--- src/rtl/booth_csa_tree_pipe.sv ---
// booth_csa_tree_pipe
//   Reduces the radix-4 Booth partial-product rows of a DATA_WIDTH multiplier
//   to a redundant sum/carry pair. Only 3:2 carry-save levels are used, and
//   there are three register stages:
//     S1 : after the first CSA level
//     S2 : after the middle levels (leaves 3 rows, or more for wide trees)
//     S3 : after the final 3:2 level (output registers)
//   Ports:
//     clk        rising-edge clock
//     rstn       asynchronous reset, ACTIVE-HIGH despite the name
//     in_valid   / in_ready    input handshake (in_ready is 0 during reset)
//     pp_data    NUM_PP rows of PP_W bits, row i at [i*PP_W +: PP_W]
//     pp_neg     per-row sign-fill bit
//     flag_zero  0 forces the whole operation to zero
//     out_valid  / out_ready   output handshake
//     sum, carry redundant result: R = sum + (carry << 1) mod 2^OUT_W
//   The whole pipe advances together when the output slot is free or being
//   drained; bubbles are kept, not collapsed.

package booth_csa_tree_pipe_pkg;
    // Number of rows left after lv levels of 3:2 reduction starting from n.
    function automatic int rows_after(input int n, input int lv);
        int r;
        r = n;
        for (int k = 0; k < lv; k++) r = 2 * (r / 3) + r % 3;
        return r;
    endfunction

    // Number of 3:2 levels needed to bring n rows down to two.
    function automatic int levels_to_two(input int n);
        int r, k;
        r = n;
        k = 0;
        for (int i = 0; i < 64; i++) begin
            if (r > 2) begin
                r = 2 * (r / 3) + r % 3;
                k++;
            end
        end
        return k;
    endfunction
endpackage

// csa_reduce
//   LEVELS levels of 3:2 compression, N_IN rows in, N_OUT rows out. Each
//   level groups rows in threes; leftovers pass through. Carries are shifted
//   left by one within W bits (MSB dropped).
module csa_reduce
    import booth_csa_tree_pipe_pkg::*;
#(
    parameter int W      = 32,
    parameter int N_IN   = 9,
    parameter int LEVELS = 1,
    parameter int N_OUT  = 6
) (
    input  logic [N_IN-1:0][W-1:0]  rows_in,
    output logic [N_OUT-1:0][W-1:0] rows_out
);
    logic [N_IN-1:0][W-1:0] cur, nxt;

    always_comb begin
        int n, g;
        n   = N_IN;
        g   = 0;
        cur = rows_in;
        nxt = '0;
        for (int l = 0; l < LEVELS; l++) begin
            n   = rows_after(N_IN, l);
            g   = n / 3;
            nxt = '0;
            for (int j = 0; j < N_IN / 3; j++) begin
                if (j < g) begin
                    nxt[2*j]   = cur[3*j] ^ cur[3*j+1] ^ cur[3*j+2];
                    nxt[2*j+1] = ((cur[3*j] & cur[3*j+1]) | (cur[3*j] & cur[3*j+2]) |
                                  (cur[3*j+1] & cur[3*j+2])) << 1;
                end
            end
            for (int k = 0; k < 2; k++) begin
                if (3 * g + k < n) nxt[2*g+k] = cur[3*g+k];
            end
            cur = nxt;
        end
        rows_out = cur[N_OUT-1:0];
    end
endmodule

module booth_csa_tree_pipe
    import booth_csa_tree_pipe_pkg::*;
#(
    parameter  int DATA_WIDTH = 16,
    localparam int NUM_PP     = DATA_WIDTH / 2 + 1,
    localparam int PP_W       = DATA_WIDTH + 2,
    localparam int OUT_W      = 2 * DATA_WIDTH
) (
    input  logic                   clk,
    input  logic                   rstn,
    input  logic                   in_valid,
    output logic                   in_ready,
    input  logic [NUM_PP*PP_W-1:0] pp_data,
    input  logic [NUM_PP-1:0]      pp_neg,
    input  logic                   flag_zero,
    output logic                   out_valid,
    input  logic                   out_ready,
    output logic [OUT_W-1:0]       sum,
    output logic [OUT_W-1:0]       carry
);
    localparam int STAGES = 3;
    localparam int L_TOT  = levels_to_two(NUM_PP);
    // Wide trees split the remaining levels evenly; S3 always ends with the
    // final 3:2, which is applied outside csa_reduce (carry left unshifted).
    localparam int L_S3   = (NUM_PP > 9) ? (L_TOT - 1) / 2 : 1;
    localparam int L_S2   = L_TOT - 1 - L_S3;
    localparam int N1     = rows_after(NUM_PP, 1);
    localparam int N2     = rows_after(NUM_PP, 1 + L_S2);

    if (DATA_WIDTH % 2 != 0 || DATA_WIDTH < 8) begin : g_bad_width
        $error("DATA_WIDTH must be even and >= 8");
    end

    // Row extension: sign fill above the row, shift by 2i, truncate.
    logic [NUM_PP-1:0][OUT_W-1:0] ext;
    always_comb begin
        logic [2*OUT_W-1:0] t;
        t   = '0;
        ext = '0;
        for (int i = 0; i < NUM_PP; i++) begin
            t      = {{(2*OUT_W-PP_W){pp_neg[i]}}, pp_data[i*PP_W +: PP_W]} << (2 * i);
            ext[i] = flag_zero ? t[OUT_W-1:0] : '0;
        end
    end

    logic [N1-1:0][OUT_W-1:0] s1_d, s1_q;
    logic [N2-1:0][OUT_W-1:0] s2_d, s2_q;
    logic [2:0][OUT_W-1:0]    s3_rows;
    logic [OUT_W-1:0]         sum_d, carry_d, sum_q, carry_q;
    logic [STAGES:1]          vld_pipe;
    logic [1:0]               in_flight;
    logic                     advance, accept, out_hs;

    csa_reduce #(.W(OUT_W), .N_IN(NUM_PP), .LEVELS(1), .N_OUT(N1)) u_lvl_s1 (
        .rows_in(ext), .rows_out(s1_d));
    csa_reduce #(.W(OUT_W), .N_IN(N1), .LEVELS(L_S2), .N_OUT(N2)) u_lvl_s2 (
        .rows_in(s1_q), .rows_out(s2_d));
    csa_reduce #(.W(OUT_W), .N_IN(N2), .LEVELS(L_S3 - 1), .N_OUT(3)) u_lvl_s3 (
        .rows_in(s2_q), .rows_out(s3_rows));

    assign sum_d   = s3_rows[0] ^ s3_rows[1] ^ s3_rows[2];
    assign carry_d = (s3_rows[0] & s3_rows[1]) | (s3_rows[0] & s3_rows[2]) |
                     (s3_rows[1] & s3_rows[2]);

    assign out_valid = vld_pipe[STAGES];
    assign advance   = !out_valid || out_ready;
    assign in_ready  = advance && !rstn;
    assign accept    = in_valid && in_ready;
    assign out_hs    = out_valid && out_ready;
    assign sum       = sum_q;
    assign carry     = carry_q;

    // Control and output registers; outputs are zeroed whenever invalid.
    always_ff @(posedge clk or posedge rstn) begin
        if (rstn) begin
            vld_pipe  <= '0;
            sum_q     <= '0;
            carry_q   <= '0;
            in_flight <= '0;
        end else begin
            if (advance) begin
                vld_pipe <= {vld_pipe[STAGES-1:1], in_valid};
                sum_q    <= vld_pipe[2] ? sum_d : '0;
                carry_q  <= vld_pipe[2] ? carry_d : '0;
            end
            if (accept && !out_hs)      in_flight <= in_flight + 2'd1;
            else if (!accept && out_hs) in_flight <= in_flight - 2'd1;
        end
    end

    // Inner data registers carry no reset: contents of invalid stages are
    // never observed.
    always_ff @(posedge clk) begin
        if (advance) begin
            s1_q <= s1_d;
            s2_q <= s2_d;
        end
    end

    a_in_flight : assert property (@(posedge clk) disable iff (rstn)
        int'(in_flight) == $countones(vld_pipe));
endmodule

--- config.mk ---
export PLATFORM = sky130hd
export DESIGN_NAME = booth_csa_tree_pipe
export DESIGN_NICKNAME = d
export VERILOG_FILES = /design/src/rtl/booth_csa_tree_pipe.sv
export SDC_FILE = /design/constraint.sdc
export NUM_CORES = 1
export LEC_CHECK = 0
export ABC_AREA = 1
export CORE_AREA = 2 2 213 194
export DETAILED_ROUTE_END_ITERATION = 10
export DIE_AREA = 0 0 215 196
export DONT_BUFFER_PORTS = 1
export SLEW_MARGIN = 20
export SYNTH_ARGS = -nofsm -noshare
export SYNTH_HDL_FRONTEND = slang
export SYNTH_SLANG_ARGS = --single-unit
--- constraint.sdc ---
create_clock -name clk -period 3.9 [get_ports clk]
set_input_delay 0.78 -clock clk [delete_from_list [all_inputs] [get_ports clk]]
set_output_delay 0.78 -clock clk [all_outputs]
set_load 0.05 [all_outputs]
---- Word-level counts from Yosys, hierarchy flattened ----
Cells that the tools add are included.
storage, ports and cells
  register bits ........................... 350
  input bits .............................. 176
  output and inout port bits .............. 66
cells by class
  bitwise operators ....................... 49
  reductions and logical operators ........ 4
  multiplexer cells ....................... 11
operators by type and width
  kind                number
  bitwise AND 31 bit  18
  XOR 32 bit          14
  OR 31 bit           12
  2-to-1 mux 32 bit   11
  bitwise AND 32 bit  3
  OR 32 bit           2
  zero test 1 bit     2
  logical AND 1 bit   1
  logical OR 1 bit    1

---- Longest topological paths before layout ----
Gate-level depths: netlist of the first run.
  word-level depth ........................ 6
  mapped depth ............................ 9
  mapped depth without buffers ............ 9

---- Cells and area by module ----
A second synthesis of the first run with hierarchy kept.
second synthesis, totals
  cell total of the unflattened synthesis .. 1,757
  area, all modules ....................... 19,759.0 µm²
by module, submodules not included
  module                 cells an instance  area each (µm²)  times used
  booth_csa_tree_pipe    1,102              13,890.8         1
  csa_reduce (u_lvl_s2)  435                3,154.3          1
  csa_reduce (u_lvl_s1)  124                1,993.2          1
  csa_reduce (u_lvl_s3)  96                 720.7            1

---- Worst setup path after synthesis of the first run ----
No wires, ideal clock.
  kind .................................... in2reg
  start point ............................. in out_ready
  end point ............................... reg s1_q[0] in the netlist's numbering (enable)
  stages .................................. 3
  buffers on the path ..................... 1
  required time ........................... 3,434 ps
  arrival ................................. 3,142 ps
  library setup time ...................... 466 ps
  path slack .............................. 291 ps
  cells stage by stage .................... nor2_4 -> buf_6 -> inv_2
between the ends
  word-level cells in the longest chain between the ends .. 1
ends and longest elaborated chain
  item                  RTL line  RTL
  from (decl)           103       input logic out_ready,
  logical OR 1 bit      152       assign advance = !out_valid || out_ready;
  to (signal assigned)  181       s1_q <= s1_d;
  to (decl)             132       logic [N1-1:0][OUT_W-1:0] s1_d, s1_q;
Every way passes these cells.
A chain may end at the register's enable or synchronous reset.

---- Final worst setup path of the first run ----
  start point ............................. reg vld_pipe[3] in the netlist's numbering
  end point ............................... out in_ready
between the ends
  word-level cells in the longest chain between the ends .. 3
ends and longest elaborated chain
  item                    RTL line  RTL
  from (decl)             136       logic [STAGES:1] vld_pipe;
  from (signal assigned)  168       vld_pipe <= {vld_pipe[STAGES-1:1], in_valid};
  zero test 1 bit         152
  logical OR 1 bit        152
  logical AND 1 bit       153       assign in_ready = advance && !rstn;
  to (decl)               98        output logic in_ready,
Every way passes these cells.

==> flow_metrics.tcl, run 1 <==
set metrics [dict create \
    rrSetupSlack_ns 1.63 \
    holdBufCountCts 0 \
    status "finished clean" \
    slew_headroom_pct 37.4 \
    cts.sinks 265 \
    cp_num_buf_inv 1 \
    drt_iter0_markers 305 \
    ctsLongestPathBuffers 3 \
    yosysWarnings 0 \
    fin_crit_ns 2.86 \
    startpoint_type "register" \
    clk_pin_slew_ns 0.06 \
    cts_resized 0 \
    grt_max_degree 169 \
    grt_antenna_before_repair 0 \
    synth_cell_type_count 20 \
    hold_class "primary input to asynchronous set/reset pin" \
    hold_viol_final 0 \
    nets 1509 \
    syn_to_final_growth_pct 10.3 \
    track_usage_pct 11.6 \
    drt-total-wl_um 24000 \
    cts_max_level 1 \
    critPathMaxFanout 8 \
    stdcell_area_um2 15300 \
    dr.pass1.iters 4 \
    worstSetupPathType "register to primary output" \
    wl_per_cell_um 13.8 \
    slowest_stage "nor2_1" \
    drive_above_1_share_pct 8.17 \
    setup_viol 0 \
    fmax_mhz 350 \
    io_pins 242 \
    overflow 0 \
    clockRootBuffer "clkbuf_16" \
    vias_per_cell 4.08 \
    cp_cell_sequence "inv_1, nor2_4, nor2_1" \
    dp_hpwl_um 17400 \
    post_synth_inst_count 1178 \
    die_w_um 215 \
    rsz0062_at_grt "false" \
    port_buffers 0 \
    fin_crit_sh_pct 73.2 \
    gp_congestion 0.803 \
    critPathMaxStageDelay_ns 0.68 \
    floorplan.initialDensity_pct 34.5 \
    maxCapViolCount 0 \
    tightest_slew_ns 0.940 \
    cp.arrival_ns 2.08 \
    die_area_um2 42100 \
    ant_nets 0 \
    coreArea_um2 40100 \
    dpl_cell_area_um2 14300 \
    skew_ns 0.0173 \
    fp.dieH_um 196 \
    post_cts_buffers 0 \
    grt_pass1_wl_um 38600 \
    power.density_nw_per_um2 694 \
    required_ns 3.12 \
    clkLatencyLatePin_ns 0.56 \
    numCtsBuffers 30 \
    cts_tree "yes" \
    crit_family "simple AND/OR/NAND/NOR gates" \
    slew_violations 0 \
    syn_area_um2 13800 \
    max-vdd-ir-drop_mv 0.235 \
    yosys_register_bits 265 \
    diodes 0 \
    grt_pass1_vias 7384 \
    finalSetupTns_ns 0 \
    drt_drc_violations_left 0 \
    leakagePower_uw 0.00768 \
    rows 70 \
    seq_area_frac_synth_pct 55.2 \
    syn_avg_cell_area_um2 11.8 \
    vias 7105 \
    end_kind "primary output" \
]
## registers in the layout, summed over array words and instances (netlist names)
| signal | count |
|---|---|
| s2_q | 78 |
| s1_q | 125 |
| sum | 32 |
| vld_pipe | 3 |
| carry | 27 |
## final cells by class
type / instances / area [um2]
Fill cell: 3950 / 24800
Sequential cell: 265 / 7650
Timing Repair Buffer: 6 / 57.6
Inverter: 339 / 1280
Tap cell: 540 / 676
Multi-Input combinational cell: 534 / 4600
Clock buffer: 41 / 893
Clock inverter: 15 / 110
## routing by layer
metal,wire length [um],share of wire (%),track usage [%]
met5,0,0,0
met4,597,2.5,2.96
met1,10600,44,15.1
met3,1230,5.1,2.68
met2,11500,48,19.6
## cell families after synthesis
group	synth area share (%)
simple gates	8.43
flops	55.2
other cells	0.0271
compound gates	3.24
xor+xnor	0.127
buf+inv	11.7
fa+ha+maj	21.3
## per-stage QoR
step                power [uW]  instances  util [%]  hold WS [ns]  worst slack (ns)
global placement          7890       1684      35.6         0.411              1.57
floorplan                 7280       1182         -         0.400             0.291
detailed placement        8020       1684      35.6         0.410              1.56
CTS                      10800       1740      38.1         0.285             0.997
finish                   10600       1740      38.1         0.282              1.04
global route             11400       1740      38.1         0.322             0.979
## cell usage after synthesis
| library cell | instances | area (um2) |
|---|---|---|
| o21ai_0 | 24 | 120 |
| xnor2_1 | 2 | 17.5 |
| clkbuf_4 | 1 | 7.51 |
| buf_4 | 21 | 158 |
| conb_1 | 1 | 3.75 |
| clkbuf_1 | 2 | 7.51 |
| nor2_4 | 1 | 11.3 |
| ha_1 | 26 | 325 |
| inv_1 | 338 | 1270 |
| edfxtp_1 | 203 | 6100 |
| o21ai_1 | 1 | 5.00 |
| o21ai_2 | 37 | 324 |
| fa_1 | 131 | 2620 |
| nand3_1 | 3 | 15.0 |
| dfrtp_1 | 62 | 1550 |
| buf_6 | 11 | 124 |
| nand2_1 | 301 | 1130 |
| inv_2 | 1 | 3.75 |
| nor2_1 | 3 | 11.3 |
| buf_2 | 9 | 45.0 |
## placed cells by master, fill, tap and decap left out
cell,synthesis,routed
nand2_1,301,301
o21ai_0,24,24
o21ai_2,37,37
nor2_1,3,3
nor2_4,1,1
fa_1,131,131
inv_1,338,337
inv_6,0,1
o21ai_1,1,1
xnor2_1,2,2
edfxtp_1,203,203
ha_1,26,26
clkinvlp_4,0,1
clkinv_4,0,2
inv_8,0,1
clkinv_2,0,8
dfrtp_1,62,61
bufinv_16,0,1
conb_1,1,5
buf_12,0,1
nand3_1,3,3
clkbuf_16,0,31
dfrtp_2,0,1
clkbuf_8,0,8
clkinv_1,0,3
clkbuf_1,2,2
buf_4,21,5
## worst reg2reg max path: stages, from the launching register on
cell and delay, ns:
dfrtp_1 0.56, inv_1 0.18, nor2_4 0.10, inv_8 0.62, buf_4 0.48
## worst paths after layout
| check | start | endpoint | cells after the start |
|---|---|---|---|
| min in group clk | in_valid | vld_pipe[1]$_DFFE_PP0N_ | 2 |
| max | vld_pipe[3]$_DFFE_PP0N_ | in_ready | 3 |
| min reg2reg | s1_q[0]$_SDFFCE_PN0N_ | s2_q[0]$_DFFE_PN_ | 0 |
| min | rstn | carry[31]$_DFFE_PP0N_ | 1 |
| max reg2reg | vld_pipe[3]$_DFFE_PP0N_ | s2_q[63]$_DFFE_PN_ | 4 |
| max in group asynchronous | rstn | sum[24]$_DFFE_PP0N_ | 2 |
## where the power goes
part           leakage, uW  total (uW)  internal [uW]  switching [uW]
registers          0.00296        5550           4270            1280
clock network     0.000501        2780           1660            1110
logic              0.00421        2280            873            1410
total              0.00768       10600           6800            3800
(Power assumes the default switching activity.)
==> inputs of run 2 (changes only) <==
==> constraint.sdc (replaced) <==
create_clock -name clk -period 2.66 [get_ports clk]
set_input_delay 0.532 -clock clk [delete_from_list [all_inputs] [get_ports clk]]
set_output_delay 0.532 -clock clk [all_outputs]
set_load 0.05 [all_outputs]
==> flow_metrics.tcl, run 2 (synthesized netlist as in run 1, its figures left out) <==
set metrics [dict create \
    status "finished clean" \
    crit_top_cell "buf_4" \
    layout_commonest_cell "inv_1" \
    grt_antenna_before_repair 0 \
    fmax_mhz 448 \
    finalSetupTns_ns 0 \
    worstSetupPathType "register to primary output" \
    slowest_stage "dfrtp_1" \
    track_usage_pct 11.8 \
    end_kind "primary output" \
    startpoint_type "register" \
    utilization_pct 38.4 \
    leakagePower_uw 0.00774 \
    die_area_um2 42100 \
    final_cell_mix "inv_1 (337), nand2_1 (301), edfxtp_1 (203)" \
    syn_to_final_growth_pct 11.2 \
    rows 70 \
    wl_per_cell_um 13.9 \
    max-vdd-ir-drop_mv 0.371 \
    power.density_nw_per_um2 1020 \
    crit_family "buffers and inverters" \
    dr.pass1.iters 5 \
    gp_congestion 0.780 \
    cts_resized 0 \
    dp.cells 1692 \
    cp_cell_sequence "buf_4, inv_1, nor2_4, nor2_1, buf_4" \
    fp.dieH_um 196 \
    multiInputGateArea_um2 4600 \
    fillers 3964 \
    critPathMaxFanout 5 \
    coreArea_um2 40100 \
    floorplan.initialDensity_pct 34.5 \
    die_w_um 215 \
    ant_nets 0 \
    slew_headroom_pct 56.8 \
    drt-total-wl_um 24400 \
    fin_crit_ns 2.23 \
    ctsLongestPathBuffers 3 \
    hold_viol_final 0 \
    regMostFlops "s1_q" \
    cp_num_buf_inv 3 \
    fin_cells 1750 \
    drive_above_1_share_pct 8.60 \
    post_cts_buffers 0 \
    skew_ns 0.0144 \
    clockRootBuffer "clkbuf_16" \
    clkLatencyLatePin_ns 0.56 \
    diodes 0 \
    cts_max_level 1 \
    maxCapViolCount 0 \
    numCtsBuffers 31 \
    cts.sinks 265 \
    setup_viol 0 \
    grt_max_degree 169 \
    drt_drc_violations_left 0 \
    rsz0062_at_grt "false" \
    holdBufCountCts 1 \
    overflow 0 \
    clk_pin_slew_ns 0.06 \
    fin_crit_sh_pct 83.9 \
    vias 7167 \
    nets 1519 \
    grt_pass1_wl_um 39100 \
    port_buffers 0 \
    grt_pass1_vias 7335 \
    drt_iter0_markers 308 \
    cp.arrival_ns 1.70 \
    required_ns 2.13 \
    vias_per_cell 4.10 \
    tightest_slew_ns 0.649 \
    critPathMaxStageDelay_ns 0.32 \
    hold_class "primary input to register" \
    cts_tree "yes" \
    slew_violations 0 \
    largest_register_ffs 125 \
    dp_hpwl_um 17800 \
    seq_area_um2 7650 \
    io_pins 242 \
]
==> run 2: changes by cell type in the layout (fill, tap and decap cells not counted), sizes merged <==
cell / delta
buf: +8
clkbuf: -1
clkinvlp: -1
bufinv: +2
dlygate4sd3: +1
clkinv: +1
==> run 2: cell type report <==
type | instances | area share (%)
flip-flops and latches | 265 | 49.7
clock inverters | 17 | 1.07
well taps | 540 | 4.39
clock buffers | 40 | 5.52
inverters | 339 | 8.32
multi-input cells | 534 | 29.9
repair buffers | 15 | 1.15
==> run 2: final timing paths <==
path                                              start                      end  slack (ns)  cells after the start
worst max register to register       s1_q[30]$_DFFE_PN_       s2_q[31]$_DFFE_PN_        0.63                      8
worst min-delay path                           in_valid  vld_pipe[1]$_DFFE_PP0N_        0.09                      2
min in group asynchronous                          rstn      sum[31]$_DFFE_PP0N_        0.48                      2
worst min register to register        s1_q[2]$_DFFE_PN_        s2_q[2]$_DFFE_PN_        0.42                      0
max in group asynchronous                          rstn  vld_pipe[2]$_DFFE_PP0N_        1.58                      3
worst max-delay path            vld_pipe[3]$_DFFE_PP0N_                 in_ready        0.43                      5
==> run 2: per-layer routing <==
metal | vias up | share of wire, % | global-route usage [%]
met2 | 166 | 48 | 19.5
met1 | 3453 | 44 | 15.5
met5 | - | 0 | 0
met4 | 0 | 2.9 | 3.68
met3 | 41 | 5.5 | 2.85
li1 | 3507 | - | -
==> run 2: worst register-to-register path: cells and delay by family, from the launching register on <==
kind / cells / cell delay [ns]
buffers and inverters: 2 / 0.21
and+or+nand+nor: 4 / 0.33
adders and majority gates: 2 / 0.93
DFF: 1 / 0.33
==> run 2: stage by stage <==
stage	total power, uW	area, um2	hold slack, ns	setup slack (ns)
after floorplan	10700	13900	0.400	0.0254
after global placement	11700	14400	0.411	0.629
after detailed placement	11800	14400	0.405	0.600
after CTS	16100	15400	0.0570	0.366
after global routing	16900	15400	0.0614	0.331
final	15800	15400	0.0868	0.428
==> run 2: where the power goes <==
| group | internal [uW] | leakage (uW) | switching [uW] |
|---|---|---|---|
| Sequential | 6250 | 0.00296 | 1850 |
| Clock | 2530 | 0.000508 | 1660 |
| Combinational | 1360 | 0.00428 | 2110 |
| Total | 10100 | 0.00774 | 5630 |
